==> config.mk <==
export PLATFORM = sky130hd
export DESIGN_NAME = seq_chunk_adder
export DESIGN_NICKNAME = d
export VERILOG_FILES = /design/src/rtl/adder_pkg.sv /design/src/rtl/chunk_adder.sv /design/src/rtl/seq_chunk_adder.sv
export SDC_FILE = /design/constraint.sdc
export NUM_CORES = 1
export LEC_CHECK = 0
export CORE_ASPECT_RATIO = 0.75
export CORE_MARGIN = 3
export CORE_UTILIZATION = 55
export DETAILED_ROUTE_END_ITERATION = 10
export PLACE_DENSITY = 0.82
export SYNTH_ARGS = -nofsm -noshare
export SYNTH_HDL_FRONTEND = slang
export SYNTH_SLANG_ARGS = --single-unit
==> constraint.sdc <==
create_clock -name clk -period 10.23 [get_ports clk]
set_clock_uncertainty 0.2 [all_clocks]
set_input_delay 1.5345 -clock clk [delete_from_list [all_inputs] [get_ports clk]]
set_output_delay 1.5345 -clock clk [all_outputs]
set_load 0.01 [all_outputs]
==> src/rtl/adder_pkg.sv <==
// Shared definitions for the sequential chunk adder: FSM encoding, mode constant,
// and a constant-foldable ceiling log2 used for counter sizing.
package adder_pkg;

    typedef enum logic [1:0] {
        IDLE = 2'd0,
        RUN  = 2'd1,
        DONE = 2'd2
    } state_e;

    localparam logic MODE_SUB = 1'b1;

    // Smallest r with 2**r >= v (0 for v <= 1).
    function automatic int unsigned clog2(input int unsigned v);
        int unsigned r;
        r = 0;
        while ((64'd1 << r) < 64'(v)) begin
            r = r + 1;
        end
        return r;
    endfunction

endpackage

==> src/rtl/chunk_adder.sv <==
// Combinational ripple-carry adder for one chunk.
// Ports:
//   a, b   : chunk operands
//   cin    : carry into bit 0
//   sum    : chunk sum
//   cout   : carry out of bit CHUNK-1
//   c_msb  : carry into bit CHUNK-1 (feeds signed-overflow detection)
module chunk_adder #(
    parameter int unsigned CHUNK = 8
) (
    input  logic [CHUNK-1:0] a,
    input  logic [CHUNK-1:0] b,
    input  logic             cin,
    output logic [CHUNK-1:0] sum,
    output logic             cout,
    output logic             c_msb
);

    logic carry;

    // Full-adder cells chained LSB to MSB.
    always_comb begin
        sum   = '0;
        c_msb = 1'b0;
        carry = cin;
        for (int i = 0; i < int'(CHUNK); i++) begin
            if (i == int'(CHUNK) - 1) begin
                c_msb = carry;
            end
            sum[i] = a[i] ^ b[i] ^ carry;
            carry  = (a[i] & b[i]) | (carry & (a[i] ^ b[i]));
        end
        cout = carry;
    end

endmodule

==> src/rtl/seq_chunk_adder.sv <==
// Multi-cycle WIDTH-bit adder/subtractor, CHUNK bits per clock, LSB chunk first.
// Ports:
//   clk, rst_n           : clock, asynchronous active-low reset
//   in_valid / in_ready  : operand handshake (in_ready high only when idle)
//   a, b, cin, sub       : operands; sub=1 computes a-b and ignores cin
//   out_valid / out_ready: result handshake (out_valid high only when done)
//   sum, cout, ovf       : registered result, carry out, signed overflow
module seq_chunk_adder
    import adder_pkg::*;
#(
    parameter int unsigned WIDTH = 32,
    parameter int unsigned CHUNK = 8
) (
    input  logic             clk,
    input  logic             rst_n,
    input  logic             in_valid,
    output logic             in_ready,
    input  logic [WIDTH-1:0] a,
    input  logic [WIDTH-1:0] b,
    input  logic             cin,
    input  logic             sub,
    output logic             out_valid,
    input  logic             out_ready,
    output logic [WIDTH-1:0] sum,
    output logic             cout,
    output logic             ovf
);

    localparam int unsigned NCH   = (CHUNK == 0) ? 1 : WIDTH / CHUNK;
    localparam int unsigned CNT_W = (NCH > 1) ? clog2(NCH) : 1;
    localparam logic [CNT_W-1:0] LAST = CNT_W'(NCH - 1);

    if (CHUNK == 0 || CHUNK > WIDTH || (WIDTH % CHUNK) != 0) begin : g_bad_param
        $error("seq_chunk_adder: WIDTH must be a non-zero multiple of CHUNK");
    end

    state_e             state_q, state_d;
    logic [CNT_W-1:0]   cnt_q;
    logic [WIDTH-1:0]   a_q, b_q;
    logic               carry_q;
    logic [WIDTH-1:0]   sum_q;
    logic               cout_q, ovf_q;
    logic               in_ready_q, out_valid_q;

    logic [CHUNK-1:0]   ch_sum;
    logic               ch_cout, ch_cmsb;
    logic [WIDTH-1:0]   a_nx, b_nx;
    logic               accept, last_run;

    chunk_adder #(.CHUNK(CHUNK)) u_chunk (
        .a     (a_q[CHUNK-1:0]),
        .b     (b_q[CHUNK-1:0]),
        .cin   (carry_q),
        .sum   (ch_sum),
        .cout  (ch_cout),
        .c_msb (ch_cmsb)
    );

    // Operands shift right one chunk per cycle; finished sum chunks enter a_q from
    // the top, so after NCH cycles a_q holds the full result in place.
    if (NCH == 1) begin : g_one
        assign a_nx = ch_sum;
        assign b_nx = '0;
    end else begin : g_multi
        assign a_nx = {ch_sum, a_q[WIDTH-1:CHUNK]};
        assign b_nx = {{CHUNK{1'b0}}, b_q[WIDTH-1:CHUNK]};
    end

    assign accept   = (state_q == IDLE) && in_valid;
    assign last_run = (state_q == RUN) && (cnt_q == LAST);

    // Next-state logic.
    always_comb begin
        state_d = state_q;
        case (state_q)
            IDLE:    if (in_valid)  state_d = RUN;
            RUN:     if (cnt_q == LAST) state_d = DONE;
            DONE:    if (out_ready) state_d = IDLE;
            default: state_d = IDLE;
        endcase
    end

    // State and handshake flags.
    always_ff @(posedge clk or negedge rst_n) begin
        if (!rst_n) begin
            state_q     <= IDLE;
            in_ready_q  <= 1'b1;
            out_valid_q <= 1'b0;
        end else begin
            state_q     <= state_d;
            in_ready_q  <= (state_d == IDLE);
            out_valid_q <= (state_d == DONE);
        end
    end

    // Operand capture and per-chunk datapath.
    always_ff @(posedge clk or negedge rst_n) begin
        if (!rst_n) begin
            a_q     <= '0;
            b_q     <= '0;
            carry_q <= 1'b0;
            cnt_q   <= '0;
        end else if (accept) begin
            a_q     <= a;
            b_q     <= (sub == MODE_SUB) ? ~b : b;
            carry_q <= (sub == MODE_SUB) ? 1'b1 : cin;
            cnt_q   <= '0;
        end else if (state_q == RUN) begin
            a_q     <= a_nx;
            b_q     <= b_nx;
            carry_q <= ch_cout;
            if (cnt_q != LAST) begin
                cnt_q <= cnt_q + CNT_W'(1);
            end
        end
    end

    // Result registers load only on the RUN->DONE edge.
    always_ff @(posedge clk or negedge rst_n) begin
        if (!rst_n) begin
            sum_q  <= '0;
            cout_q <= 1'b0;
            ovf_q  <= 1'b0;
        end else if (last_run) begin
            sum_q  <= a_nx;
            cout_q <= ch_cout;
            ovf_q  <= ch_cmsb ^ ch_cout;
        end
    end

    assign in_ready  = in_ready_q;
    assign out_valid = out_valid_q;
    assign sum       = sum_q;
    assign cout      = cout_q;
    assign ovf       = ovf_q;

endmodule
# After elaboration in Yosys (flattened, before gate mapping)
# Cells that the tools add are included.
# totals
register_bits	105
input_bits	70
output_inout_bits	36
elab_cells	80
# op_classes
addsub	1
n_eq_ne	5
mux	15
bitwise_logic	42
n_reduce_logical	7
# op_table
op	count
$mux 32	5
$not 32->32	1
$xor 1x1->1	17
$and 1x1->1	16
$mux 2	6
$or 1x1->1	8
$eq 2x2->1 const B	3
$pmux 2 s3	1
$logic_not 2->1	2
$reduce_bool 2->1	2
$mux 1	3
$add 2x1->2 const B	1
$eq 2x1->1 const B	1
$logic_and 1x1->1	2
$ne 2x2->1 const B	1
$reduce_and 2->1	1

# Longest topological paths before layout
# logic_depth
depth_word	19
mapped_depth	14
mapped_depth_nobuf	14

# Hierarchy
# Synthesis repeated with hierarchy kept, for this count alone.
# hier_totals
cells_unflattened	493
area_unflattened_um2	5325.1
# by_module_without_submodules
mod	instances	cells_each	area_each_um2	seq_area_each_um2
seq_chunk_adder	1	475	5127.4	2628.8
chunk_adder	1	18	197.7	0.0

# Worst setup path after synthesis
# OpenSTA, ideal clock, no wires.
# synth_timing
kind	register to register
startpoint	register a_q[0]
endpoint	register a_q[31]
setup_ns	0.077
arrival_ns	3.641
required_ns	9.953
path_slack_ns	6.312
stages_incl_launch_ff	15
n_path_buf	0
period_less_slack_ns	3.918
cell_sequence	dfrtp_1 fa_1 fa_1 fa_1 fa_1 fa_1 inv_1 fa_1 inv_1 fa_1 inv_1 fa_1 inv_1 mux2i_1 o21ai_1
# synth_between
elab_chain_cells	18
elab_cells_between_ends	19
cone_classes	2 x mux; 17 x bitwise
# synth_rtl
item	line	rtl
start: declaration	seq_chunk_adder.sv:39	logic [WIDTH-1:0] a_q, b_q;
start signal: assignment	seq_chunk_adder.sv:109	a_q <= a_nx;
$xor 1x1->1	chunk_adder.sv:31	carry = (a[i] & b[i]) | (carry & (a[i] ^ b[i]));
$and 1x1->1	chunk_adder.sv:31	
$or 1x1->1 *	chunk_adder.sv:31	
$and 1x1->1 *	chunk_adder.sv:31	
$or 1x1->1 *	chunk_adder.sv:31	
$and 1x1->1 *	chunk_adder.sv:31	
$or 1x1->1 *	chunk_adder.sv:31	
$and 1x1->1 *	chunk_adder.sv:31	
[2 not listed]	--	
$or 1x1->1 *	chunk_adder.sv:31	
$and 1x1->1 *	chunk_adder.sv:31	
$or 1x1->1 *	chunk_adder.sv:31	
$and 1x1->1 *	chunk_adder.sv:31	
$or 1x1->1 *	chunk_adder.sv:31	
$xor 1x1->1 *	chunk_adder.sv:30	sum[i] = a[i] ^ b[i] ^ carry;
$mux 32 *	seq_chunk_adder.sv:108	end else if (state_q == RUN) begin
$mux 32 *	seq_chunk_adder.sv:103	end else if (accept) begin
# Mark *: on every way between the ends. The rest lies on a longest branch, timed or not. The select of a mux whose other input is x is not followed.
# A chain may end at the register's enable or synchronous reset.

# Worst setup path in the final report
# Same ends and word-level chain as after synthesis.

==> impl_results.md <==
* Status: complete, no violations
* N_diodes at 0
* ANT nets after route at 0
* Final period util at 0.4139
* Ratio of cells with drive above 1 in the final layout at 0.04423
* Crit-path cells: fa_1 > fa_1 > fa_1 > fa_1 > fa_1 > inv_1 > fa_1 > inv_1 > fa_1 > inv_1 > fa_1 > inv_1 > mux2i_1 > o21ai_1
* Pwr dens at about 320 nW/um^2
* Core Footprint at roughly 8600 sq um
* Synthesized cell area at just under 5000 sq um
* Minimum clock period at around 4.2 ns
* Postcts setup bufs at 0
* Register area at between 2000 and 3000 sq um
* CP peak stage delay at around 0.46 ns
* Tightest Pin Transition at 1.162 ns
* Top cells by area, synth: dfrtp_1, mux2i_1, mux2_1, o21ai_1, nand2_1
* Die height at around 90 um
* Vias in the first global route at 3487
* LEAKAGE at between 0.002 and 0.003 uW
* Placed inst area at approximately 6000 sq um
* Layout net count at slightly below 600
* Wire length per cell at 16.57 um
* DR pass1 iterations at 4
* RSZ-0062 raised after global routing: no
* Crit-path slowest cell: fa_1
* Crit Path Category: reg2reg
* Starting Density at 0.5747
* CTS tree: done
* Worst hold path type: reg2reg
* CTS H-tree depth at 3
* Drt total wl at roughly 10000 um
* Reg-to-reg setup timing slack at between 5 and 6 ns
* Later-pin clock latency in the skew report at roughly 0.33 ns
* Worst EP arrival at roughly 4.3 ns
* Critical Path Start Type: flop
* Setup TNS at 0 ns
* Reg clk slew, reported paths at ~0.07 ns
* Synth Register Bits at about 110
* Vias/cell at between 5 and 6
* Via count at between 3000 and 4000
* CTS Hold Buffers Added at 0
* Fmax at approximately 0.24 GHz
* Final hold vios at 0
* Final setup viols at 0
* Ports at roughly 110
* Global Route Usage Sum at 0.2170
* Largest net degree at the start of global routing at 77
* CP most frequent cell: fa_1
* Sink Count at about 110
* Syn Nets at between 500 and 600
* Yosys top cell by area: dfrtp_1
* Cts repair resizes at 0
* 1st-iter DRT viols at 162
* Syn Inst Count at 426
* Clk buf depth at 2
* Synth cell types at 29
* Max Cap Viol at 0
* FP Rows at 29
* Routability cong. at between 0.7 and 0.8
* TritonCTS Buffers at 9
* Die Wd at roughly 120 um
* Port bufs at around 110
* Max FO, Critical Path at 2
* Initial antenna violation count at 0
* P&R area growth vs syn at 26.23%
* Root buf cell: clkbuf_16
* Syn Area/Cell at approximately 12 sq um
* Share of the synthesized area in the top cell type at 0.5266
* Fin. max-slew vios at 0
* Number of fill cells at between 600 and 700
* Area of the die at slightly above 10000 sq um
* Peak VDD IR at ~260 uV
* DRC at 0
* Nature of the critical path endpoint: flop
* First-pass GRT wire length at approximately 17000 um
* Global route overflow at 0
* Multi-input logic area at about 2100 sq um
* WP data required at 10.29 ns
* Synth warnings at 0
* Dpl hpwl at ~7400 um
* Design area at 6238 sq um
* Most frequent cells in the layout: dfrtp_1, clkdlybuf4s50_1, nand2_1
* Seq/Total Area, Yosys at 0.5319
* Worst slew margin at 0.2230
==> metal layers <==
| metal | wire length (um) | GRT usage | vias to the layer above |
|---|---|---|---|
| met5 | 0 | 0 | - |
| met4 | 127 | 0.05970 | 0 |
| met3 | 519 | 0.05594 | 10 |
| met2 | 4982 | 0.3393 | 84 |
| met1 | 4774 | 0.3049 | 1653 |
| li1 | - | - | 1628 |
==> kinds of logic after synthesis <==
family | Yosys count | synth area share
AOI/OAI and AO/OA | 79 | 0.08759
adders and majority gates | 9 | 0.03494
muxes | 85 | 0.1797
and+or+nand+nor | 77 | 0.06152
DFF | 105 | 0.5319
buffers and inverters | 38 | 0.04582
xor gates and xnor gates | 33 | 0.05848
==> final timing paths <==
kind / cells past startpoint / startpoint / end
max in group asynchronous: 2 / rst_n / state_q[0]$_DFF_PN0_
max: 14 / a_q[0]$_DFFE_PN0P_ / a_q[31]$_DFFE_PN0P_
min: 2 / b_q[25]$_DFFE_PN0P_ / b_q[25]$_DFFE_PN0P_
min reg2reg: 2 / b_q[25]$_DFFE_PN0P_ / b_q[25]$_DFFE_PN0P_
max reg2reg: 14 / a_q[0]$_DFFE_PN0P_ / a_q[31]$_DFFE_PN0P_
min in group asynchronous: 1 / rst_n / sum[27]$_DFFE_PN0P_
==> per-stage QoR <==
step | hold slack, ns | setup slack [ns] | power, uW | util | instances
2_1_floorplan | 0.2483 | 6.312 | 1333 | - | 426
3_3_place_gp | 0.2601 | 6.056 | 1618 | 0.6937 | 613
3_5_place_dp | 0.2657 | 6.012 | 1661 | 0.6937 | 613
4_1_cts | 0.2797 | 6.015 | 1980 | 0.7254 | 628
5_1_grt | 0.2982 | 5.831 | 2118 | 0.7254 | 628
6_report | 0.2786 | 5.995 | 1967 | 0.7254 | 628
==> critical path: cells and delay by family, from the launching register on <==
family,cells,cell delay (ns)
muxes,1,0.07
AOI/OAI and AO/OA,1,0.16
adders and majority gates,8,3.03
DFF,1,0.40
buffers and inverters,4,0.30
==> area by class of cell <==
cell class / instances / area share
timing repair buffer: 109 / 0.1721
inverter: 8 / 0.004813
multi-input combinational: 283 / 0.3357
clock inverter: 4 / 0.004813
sequential: 105 / 0.4220
tap: 108 / 0.02166
clock buffer: 11 / 0.03891
==> power breakdown <==
group,internal [uW],switching [uW],total (uW)
combinational,436,450,886
sequential,624,142,766
clock,171,144,315
total,1230,736,1970
==> registers in the layout (all words and copies together), names as in the netlist <==
register	flops
carry_q	1
out_valid	1
in_ready	1
cnt_q	2
a_q	32
b_q	32
ovf	1
state_q	2
sum	32
cout	1
==> cells in the mapped netlist <==
cell	count
clkbuf_1	7
mux2i_1	55
dfstp_2	1
nand3_1	1
o21a_1	1
o31ai_1	9
ha_1	1
a22o_1	1
buf_6	1
o21ai_0	3
fa_1	8
a21o_1	1
xnor2_1	8
a21oi_1	2
mux2_1	30
buf_1	1
inv_1	8
nand2b_1	1
nor4bb_1	1
clkbuf_8	2
nor3_1	1
buf_2	6
buf_4	13
o21ai_1	61
nand3b_1	1
dfrtp_1	104
o21bai_2	1
nand2_1	72
xor2_1	25
Note: power is estimated with default switching activity, not from simulation.
